**src/rtl/pattern_pkg.sv**
```systemverilog
// Shared definitions for the serial pattern transmitter and the three-ones detector.
//   state_e    : transmitter FSM states (IDLE, SHIFT, GAP)
//   RUN_LEN    : number of consecutive ones that raises the detector output
//   RUN_CNT_W  : width of a counter that saturates at RUN_LEN
package pattern_pkg;

  typedef enum logic [1:0] {
    IDLE  = 2'b00,
    SHIFT = 2'b01,
    GAP   = 2'b10
  } state_e;

  localparam int unsigned RUN_LEN   = 3;
  localparam int unsigned RUN_CNT_W = $clog2(RUN_LEN + 1);

endpackage

```
**src/rtl/run_predictor.sv**
```systemverilog
// Golden model of the three-ones detector: counts consecutive ones on X and
// raises EXPECT_Y once RUN_LEN ones have been sampled.
//   CLK      : clock, posedge
//   nRST     : synchronous reset, active-high
//   X        : serial bit stream (registered upstream)
//   EXPECT_Y : registered predicted detector output
module run_predictor
  import pattern_pkg::*;
(
  input  logic CLK,
  input  logic nRST,
  input  logic X,
  output logic EXPECT_Y
);

  logic [RUN_CNT_W-1:0] ones_cnt_q;
  logic [RUN_CNT_W-1:0] ones_cnt_d;
  logic                 y_q;

  // Saturating run counter; any zero restarts the run.
  always_comb begin
    ones_cnt_d = '0;
    if (X) begin
      if (ones_cnt_q == RUN_CNT_W'(RUN_LEN)) begin
        ones_cnt_d = ones_cnt_q;
      end else begin
        ones_cnt_d = ones_cnt_q + RUN_CNT_W'(1);
      end
    end
  end

  // y_q always equals (ones_cnt_q == RUN_LEN) but comes straight from a flop.
  always_ff @(posedge CLK) begin
    if (nRST) begin
      ones_cnt_q <= '0;
      y_q        <= 1'b0;
    end else begin
      ones_cnt_q <= ones_cnt_d;
      y_q        <= (ones_cnt_d == RUN_CNT_W'(RUN_LEN));
    end
  end

  assign EXPECT_Y = y_q;

endmodule

```
**src/rtl/serial_pattern_tx.sv**
```systemverilog
// Serial pattern transmitter: accepts a frame over valid/ready, shifts it out
// MSB-first on X, follows it with GAP_CYCLES zero guard bits and predicts the
// three-ones detector output on EXPECT_Y.
//   CLK, nRST   : clock (posedge) and synchronous active-high reset
//   LOAD_VALID  : producer offers a frame
//   LOAD_READY  : combinational; high in IDLE while reset is released
//   LOAD_DATA   : frame bits, bit LOAD_LEN-1 is sent first
//   LOAD_LEN    : bits to send, 0 or >WIDTH means WIDTH
//   X, X_VALID  : serial data and frame-data qualifier
//   BUSY, DONE  : frame in progress / one-cycle end-of-frame pulse
//   EXPECT_Y    : predicted detector output
module serial_pattern_tx
  import pattern_pkg::*;
#(
  parameter int unsigned WIDTH      = 8,
  parameter int unsigned LEN_W      = $clog2(WIDTH) + 1,
  parameter int unsigned GAP_CYCLES = 2
) (
  input  logic             CLK,
  input  logic             nRST,
  input  logic             LOAD_VALID,
  output logic             LOAD_READY,
  input  logic [WIDTH-1:0] LOAD_DATA,
  input  logic [LEN_W-1:0] LOAD_LEN,
  output logic             X,
  output logic             X_VALID,
  output logic             BUSY,
  output logic             DONE,
  output logic             EXPECT_Y
);

  localparam int unsigned GAP_W = (GAP_CYCLES > 0) ? $clog2(GAP_CYCLES + 1) : 1;

  state_e           state_q;
  logic [WIDTH-1:0] shreg_q;
  logic [LEN_W-1:0] bit_cnt_q;
  logic [GAP_W-1:0] gap_cnt_q;
  logic             x_valid_q;
  logic             busy_q;
  logic             done_q;

  logic [LEN_W-1:0] len_eff_c;
  logic [LEN_W-1:0] shamt_c;
  logic [WIDTH-1:0] load_aligned_c;
  logic             accept_c;

  // Clamp the length and left-align the frame so its first bit lands in the MSB.
  always_comb begin
    len_eff_c = LOAD_LEN;
    if ((LOAD_LEN == '0) || (LOAD_LEN > LEN_W'(WIDTH))) begin
      len_eff_c = LEN_W'(WIDTH);
    end
    shamt_c        = LEN_W'(WIDTH) - len_eff_c;
    load_aligned_c = LOAD_DATA << shamt_c;
  end

  assign LOAD_READY = (state_q == IDLE) && !nRST;
  assign accept_c   = LOAD_VALID && LOAD_READY;

  // Frame FSM with registered status outputs.
  always_ff @(posedge CLK) begin
    if (nRST) begin
      state_q   <= IDLE;
      shreg_q   <= '0;
      bit_cnt_q <= '0;
      gap_cnt_q <= '0;
      x_valid_q <= 1'b0;
      busy_q    <= 1'b0;
      done_q    <= 1'b0;
    end else begin
      done_q <= 1'b0;
      case (state_q)
        IDLE: begin
          if (accept_c) begin
            shreg_q   <= load_aligned_c;
            bit_cnt_q <= len_eff_c;
            state_q   <= SHIFT;
            x_valid_q <= 1'b1;
            busy_q    <= 1'b1;
          end
        end
        SHIFT: begin
          // Zero fill leaves the register clear once the frame is out, so X idles low.
          shreg_q   <= shreg_q << 1;
          bit_cnt_q <= bit_cnt_q - LEN_W'(1);
          if (bit_cnt_q == LEN_W'(1)) begin
            x_valid_q <= 1'b0;
            if (GAP_CYCLES > 0) begin
              state_q   <= GAP;
              gap_cnt_q <= GAP_W'(GAP_CYCLES);
            end else begin
              state_q <= IDLE;
              busy_q  <= 1'b0;
              done_q  <= 1'b1;
            end
          end
        end
        GAP: begin
          gap_cnt_q <= gap_cnt_q - GAP_W'(1);
          if (gap_cnt_q == GAP_W'(1)) begin
            state_q <= IDLE;
            busy_q  <= 1'b0;
            done_q  <= 1'b1;
          end
        end
        default: begin
          state_q   <= IDLE;
          shreg_q   <= '0;
          x_valid_q <= 1'b0;
          busy_q    <= 1'b0;
        end
      endcase
    end
  end

  assign X       = shreg_q[WIDTH-1];
  assign X_VALID = x_valid_q;
  assign BUSY    = busy_q;
  assign DONE    = done_q;

  run_predictor u_run_predictor (
    .CLK      (CLK),
    .nRST     (nRST),
    .X        (X),
    .EXPECT_Y (EXPECT_Y)
  );

endmodule

```
**config.mk**
```make
export PLATFORM = sky130hd
export DESIGN_NAME = serial_pattern_tx
export DESIGN_NICKNAME = d
export VERILOG_FILES = /design/src/rtl/pattern_pkg.sv /design/src/rtl/run_predictor.sv /design/src/rtl/serial_pattern_tx.sv
export SDC_FILE = /design/constraint.sdc
export NUM_CORES = 1
export LEC_CHECK = 0
export ABC_AREA = 1
export BUFFER_PORTS_ARGS = -buffer_cell sky130_fd_sc_hd__buf_2
export CORE_ASPECT_RATIO = 0.75
export CORE_MARGIN = 10
export CORE_UTILIZATION = 51
export CTS_CLUSTER_SIZE = 20
export DETAILED_ROUTE_END_ITERATION = 16
export GPL_TIMING_DRIVEN = 0
export PLACE_DENSITY_LB_ADDON = 0.05
export REMOVE_ABC_BUFFERS = 1
export SLEW_MARGIN = 20
export SYNTH_ARGS = -nofsm -noshare
export SYNTH_HDL_FRONTEND = slang
export SYNTH_SLANG_ARGS = --single-unit
```
**constraint.sdc**
```tcl
create_clock -name CLK -period 2.4 [get_ports CLK]
set_input_delay 0.24 -clock CLK [delete_from_list [all_inputs] [get_ports CLK]]
set_output_delay 0.24 -clock CLK [all_outputs]
set_load 0.02 [all_outputs]
```
Word level (Yosys, flattened, before mapping)
Cells that the tools add are included.
{ "classes": {"n_addsub": 4, "mul": 0, "div": 0, "order_cmp": 1, "eq_ne": 9, "shift": 1, "muxes": 18, "bitwise": 2, "reduce_logical": 15} }
{ "ops": {"columns": ["operator", "count"], "rows": [
  ["8-bit one-hot mux with 3 select lines", 1],
  ["2-bit 2-to-1 mux", 5],
  ["3-bit AND reduction", 3],
  ["4-bit 2-to-1 mux", 2],
  ["8-bit 2-to-1 mux", 1],
  ["4-bit one-hot mux with 2 select lines", 1],
  ["8-bit by 4-bit left shift with 8-bit output", 1],
  ["2-bit equality test, second input constant", 3],
  ["2-bit inequality test, second input constant", 3],
  ["1-bit one-hot mux with 3 select lines", 2],
  ["2-bit one-hot mux with 3 select lines", 1],
  ["2-bit AND reduction", 3],
  ["2-bit by 1-bit equality test with 1-bit output, second input constant", 2],
  ["4-bit by 1-bit equality test with 1-bit output, second input constant", 1],
  ["4-bit > comparator, second input constant", 1],
  ["4-bit logical NOT", 1],
  ["1-bit 2-to-1 mux", 4],
  ["2-bit one-hot mux with 2 select lines", 1],
  ["2-bit nonzero test", 2],
  ["4-bit by 1-bit subtractor with 4-bit output, second input constant", 1],
  ["4-bit subtractor, first input constant", 1],
  ["2-bit by 1-bit adder with 2-bit output, second input constant", 1],
  ["1-bit logical AND", 2],
  ["2-bit logical NOT", 1],
  ["other kinds (5)", 6]
]} }
{ "totals": {"regBits": 22, "latchBits": 0, "mem_bits_rw": 0, "mem_bits_ro": 0, "in_bits": 15, "output_inout_bits": 6, "elab_cells": 59, "memories": 0} }

Depth between registers and ports, before layout
{ "depth": {"depth_word": 7, "ltp_mapped": 14, "depth_no_buf": 12} }

Hierarchy
A second synthesis with hierarchy kept.
{ "hier_totals": {"cells_unflattened": 194, "hier_area_um2": 1312.5} }
{ "by_module_without_submodules": {"columns": ["module", "instances", "cells_each", "area_per_inst_um2", "seq_area_each_um2"], "rows": [
  ["serial_pattern_tx", 1, 182, 1216.2, 380.4],
  ["run_predictor", 1, 12, 96.3, 60.1]
]} }

Worst setup path before layout
Ideal clock, no wire load.
{ "synth_path": {"path_type": "input-to-reg", "from": "input port LOAD_LEN[0]", "to": "register shreg_q[4]", "setup_ns": 0.122, "arrival_ns": 1.770, "required_time_ns": 2.278, "setup_slack_ns": 0.508, "stages": 12, "path_buffers": 2, "path_cell_list": "buf_6 nor2_8 nand2_2 nand2_4 nand3_4 buf_6 ha_1 clkinv_1 nand3_1 a21oi_1 nand2_1 a21oi_2"} }
{ "synth_via": {"elab_chain_len": 7, "word_cells_on_any_way": 8, "cone_classes": "add/sub: 1; order compare: 1; shift: 1; mux: 3; reduce/logical: 2"} }
{ "synth_lines": {"columns": ["item", "line", "rtl"], "rows": [
  ["start, declared", "serial_pattern_tx.sv:24", "input logic [LEN_W-1:0] LOAD_LEN,"],
  ["4-bit > comparator / 4-bit logical NOT (equally long branches)", "serial_pattern_tx.sv:50", "if ((LOAD_LEN == '0) || (LOAD_LEN > LEN_W'(WIDTH))) begin"],
  ["1-bit logical OR", "serial_pattern_tx.sv:50", null],
  ["4-bit 2-to-1 mux *", "serial_pattern_tx.sv:50", null],
  ["4-bit subtractor *", "serial_pattern_tx.sv:53", "shamt_c = LEN_W'(WIDTH) - len_eff_c;"],
  ["8-bit by 4-bit left shift with 8-bit output *", "serial_pattern_tx.sv:54", "load_aligned_c = LOAD_DATA << shamt_c;"],
  ["8-bit 2-to-1 mux *", "serial_pattern_tx.sv:74", "if (accept_c) begin"],
  ["8-bit one-hot mux with 3 select lines *", "serial_pattern_tx.sv:72", "case (state_q)"],
  ["end signal, assigned", "serial_pattern_tx.sv:75", "shreg_q <= load_aligned_c;"],
  ["end signal, assigned", "serial_pattern_tx.sv:84", "shreg_q <= shreg_q << 1;"],
  ["end, declared", "serial_pattern_tx.sv:35", "logic [WIDTH-1:0] shreg_q;"]
]} }
Every way passes the cells marked *; elsewhere a longest branch is shown, timed or not. The select of a mux whose other input is x is not followed.
A chain may end at the register's enable or synchronous reset.

Worst setup path after layout
{ "layout_path": {"from": "input port LOAD_LEN[0]", "to": "register shreg_q[7]"} }
Same word-level chain as after synthesis.

==> results.ini <==
[clocking]
cts_resized=0
numCtsBuffers=3
htree_levels=1
clk_pin_slew_ns=0.12
cts_hold_repair.buffers=0
cts_sinks=22
cts_tree=done
clock_latency_ns=0.31
cts_setup_buffers=0
cts-root-buf=clkbuf_4
clock_path_buffers=2

[worst_setup_path]
cp-endpoint=shreg_q[7]$_SDFFE_PP0P_
arrival_ns=2.17
cp_common_cell=nand3_1
r2r_slack_ns=0.52
crit_required_ns=2.66
crit_fanout=13
timing.rr.end=bit_cnt_q[2]$_SDFFE_PP0P_
worstPathCellList=buf_2, nor2_8, nand2_2, nand2_4, nand3_4, ha_1, clkinv_1, nand3_1, nand3_1, nand3_1, nand2_1, inv_1
crit_start=LOAD_LEN[0]
end_kind=register
max_stage_delay_ns=0.45
reg2reg_depth=8
r2r-start=state_q[0]$_SDFFE_PP0P_
slowest_stage=ha_1
critPathLaunchType=primary input
crit_type=in2reg

[outcome]
outcome=finished, final reports clean

[floorplanning]
rows=16
core_um2=2580
start_util_pct=52.9
die_h_um=64.8
io_pins=21
die-area_um2=5170
fp.dieW_um=79.8

[pwr]
p_leak_nw=0.714
vdd_ir_drop_max_mv=0.442
pwr-share-comb_pct=35.4
p_seq_share_pct=43.9
p_sw_share_pct=37.1
p_sw_uw=369
pwr-share-clk_pct=20.6
p_int_uw=626
power_density_nw_per_um2=657

[worst_hold_path]
min_path_type=in2reg

[timing]
post-route-min-period_ns=1.91
rsz0062_at_grt=no
period_share_pct=79.5
slew_violations=0
fmax_mhz=524
max-slew-margin-rel_pct=41.0
hold_violations=0
skew_ns=0.00858
tns_ns=0
worst_slew_pin_slew_ns=0.882
fin_ws_ns=0.492
setup_viol=0

[place]
gp_congestion=0.818
place_ws_ns=0.178
portBuffers=20
hpwl_um=2470

[yosys]
syn_avg_cell_area_um2=6.94
syn_inst=197
synthArstFlopShare_pct=0
ys_types=30
synth_flop_cell=dfxtp_1
yosys_register_bits=22
synth.cell_area_um2=1370
ys_seq_area_share_pct=32.2
yosysWarnings=0
synth_edf_count=0

[final_layout]
nFillCells=263
area_growth_pct=11.0
layout_commonest_cell=nand2_1
drive_above_1_share_pct=18.9
most-common-layout-cells=nand2_1 (36), nand3_1 (29), inv_1 (25)
antenna_cells=0
final_nets=237

[drt]
wirelength_um=3070
wl_per_cell_um=12.1
drt-initial-drc-count=88
drcViolationCount=0
drt.antenna.violating_nets=0
num_vias=1358
viasPerCell=5.37
first_pass_iters=4

[global_route]
grt-ovfl-total=0
grt_pass1_vias=1321
grt_usage_pct=12.1
antenna_found_initial=0
grt_max_degree=17
grt_pass1_wl_um=5330

[flow_run]
max_cap_viol_count=0

-- sequential cells by signal, summed over array words and instances, names as in the netlist --
register,count
u_run_predictor.EXPECT_Y,1
state_q,2
bit_cnt_q,4
gap_cnt_q,2
BUSY,1
u_run_predictor.ones_cnt_q,2
X_VALID,1
shreg_q,8
DONE,1
-- worst min-delay path by stage --
stage                                                         from                                       end  slack [ns]  cells after the start
after floorplan                                               nRST                   shreg_q[5]$_SDFFE_PP0P_        0.30                      1
after global placement    u_run_predictor.ones_cnt_q[0]$_SDFF_PP0_  u_run_predictor.ones_cnt_q[0]$_SDFF_PP0_        0.42                      1
after detailed placement  u_run_predictor.ones_cnt_q[0]$_SDFF_PP0_  u_run_predictor.ones_cnt_q[0]$_SDFF_PP0_        0.43                      1
after CTS                                               LOAD_VALID                         BUSY$_SDFFE_PP0P_        0.20                      3
after global routing                                    LOAD_VALID                      X_VALID$_SDFFE_PP0P_        0.20                      3
final                                                   LOAD_VALID                         BUSY$_SDFFE_PP0P_        0.20                      3
-- final cells by class --
type,count,area (um^2),area share [%]
timing repair buffer,20,100,6.60
clock buffer,4,36.3,2.39
inverter,27,104,6.85
sequential,22,440,29.0
multi-input combinational,144,791,52.1
tap,36,45.0,2.97
-- worst max-delay path: cells and delay by family --
family / cells / cell delay, ns
adder cells (fa/ha/maj): 1 / 0.45
buffers and inverters: 3 / 0.52
AND/OR/NAND/NOR: 8 / 0.94
-- power by group through the flow --
stage	Clock, mW	Combinational, mW	Sequential [mW]
after floorplan	0	0.250	0.451
after global placement	0	0.340	0.444
after detailed placement	0	0.351	0.446
after CTS	0.209	0.353	0.437
after global routing	0.226	0.402	0.443
final	0.206	0.353	0.438
-- metal layers --
layer | share of wire (%) | up-vias | global-route usage (%)
met3 | 3.9 | 8 | 3.72
met5 | 0 | - | 0
li1 | - | 699 | -
met2 | 48 | 29 | 20.3
met4 | 1.2 | 0 | 3.73
met1 | 47 | 622 | 14.4
-- cells in the mapped netlist, types with 2 or more instances --
cell type	n	share of area [%]
nand2_4	3	2.5
nand2_2	5	2.3
nand2_1	36	9.9
o21ai_0	6	2.2
nand3_1	29	11
a21oi_2	2	1.3
nor3_1	2	0.73
nand4_1	9	4.1
dfxtp_1	22	32
inv_1	25	6.9
ha_1	4	3.7
a31oi_1	4	1.8
buf_6	2	1.6
nor2_1	20	5.5
or2_1	2	0.92
a21oi_1	12	4.4
-- through the flow --
step | area (um^2) | hold WS (ns) | instances | power, mW | util, %
3_5_place_dp | 1480 | 0.434 | 249 | 0.796 | 57.3
4_1_cts | 1520 | 0.202 | 253 | 0.999 | 58.7
5_1_grt | 1520 | 0.205 | 253 | 1.07 | 58.7
3_3_place_gp | 1480 | 0.416 | 249 | 0.784 | 57.3
2_1_floorplan | 1340 | 0.302 | 193 | 0.701 | -
6_report | 1520 | 0.198 | 253 | 0.996 | 58.7
-- kinds of logic (layout without fill, tap and decap cells) --
logic type	Yosys count	after routing	share of synthesized area [%]
flops	22	22	32.2
buf+inv	31	51	9.89
fa+ha+maj	4	4	3.66
compound gates	27	27	11.3
xor+xnor	1	1	1.19
simple gates	112	112	41.8
No activity file was read; power rests on OpenSTA's default activity.
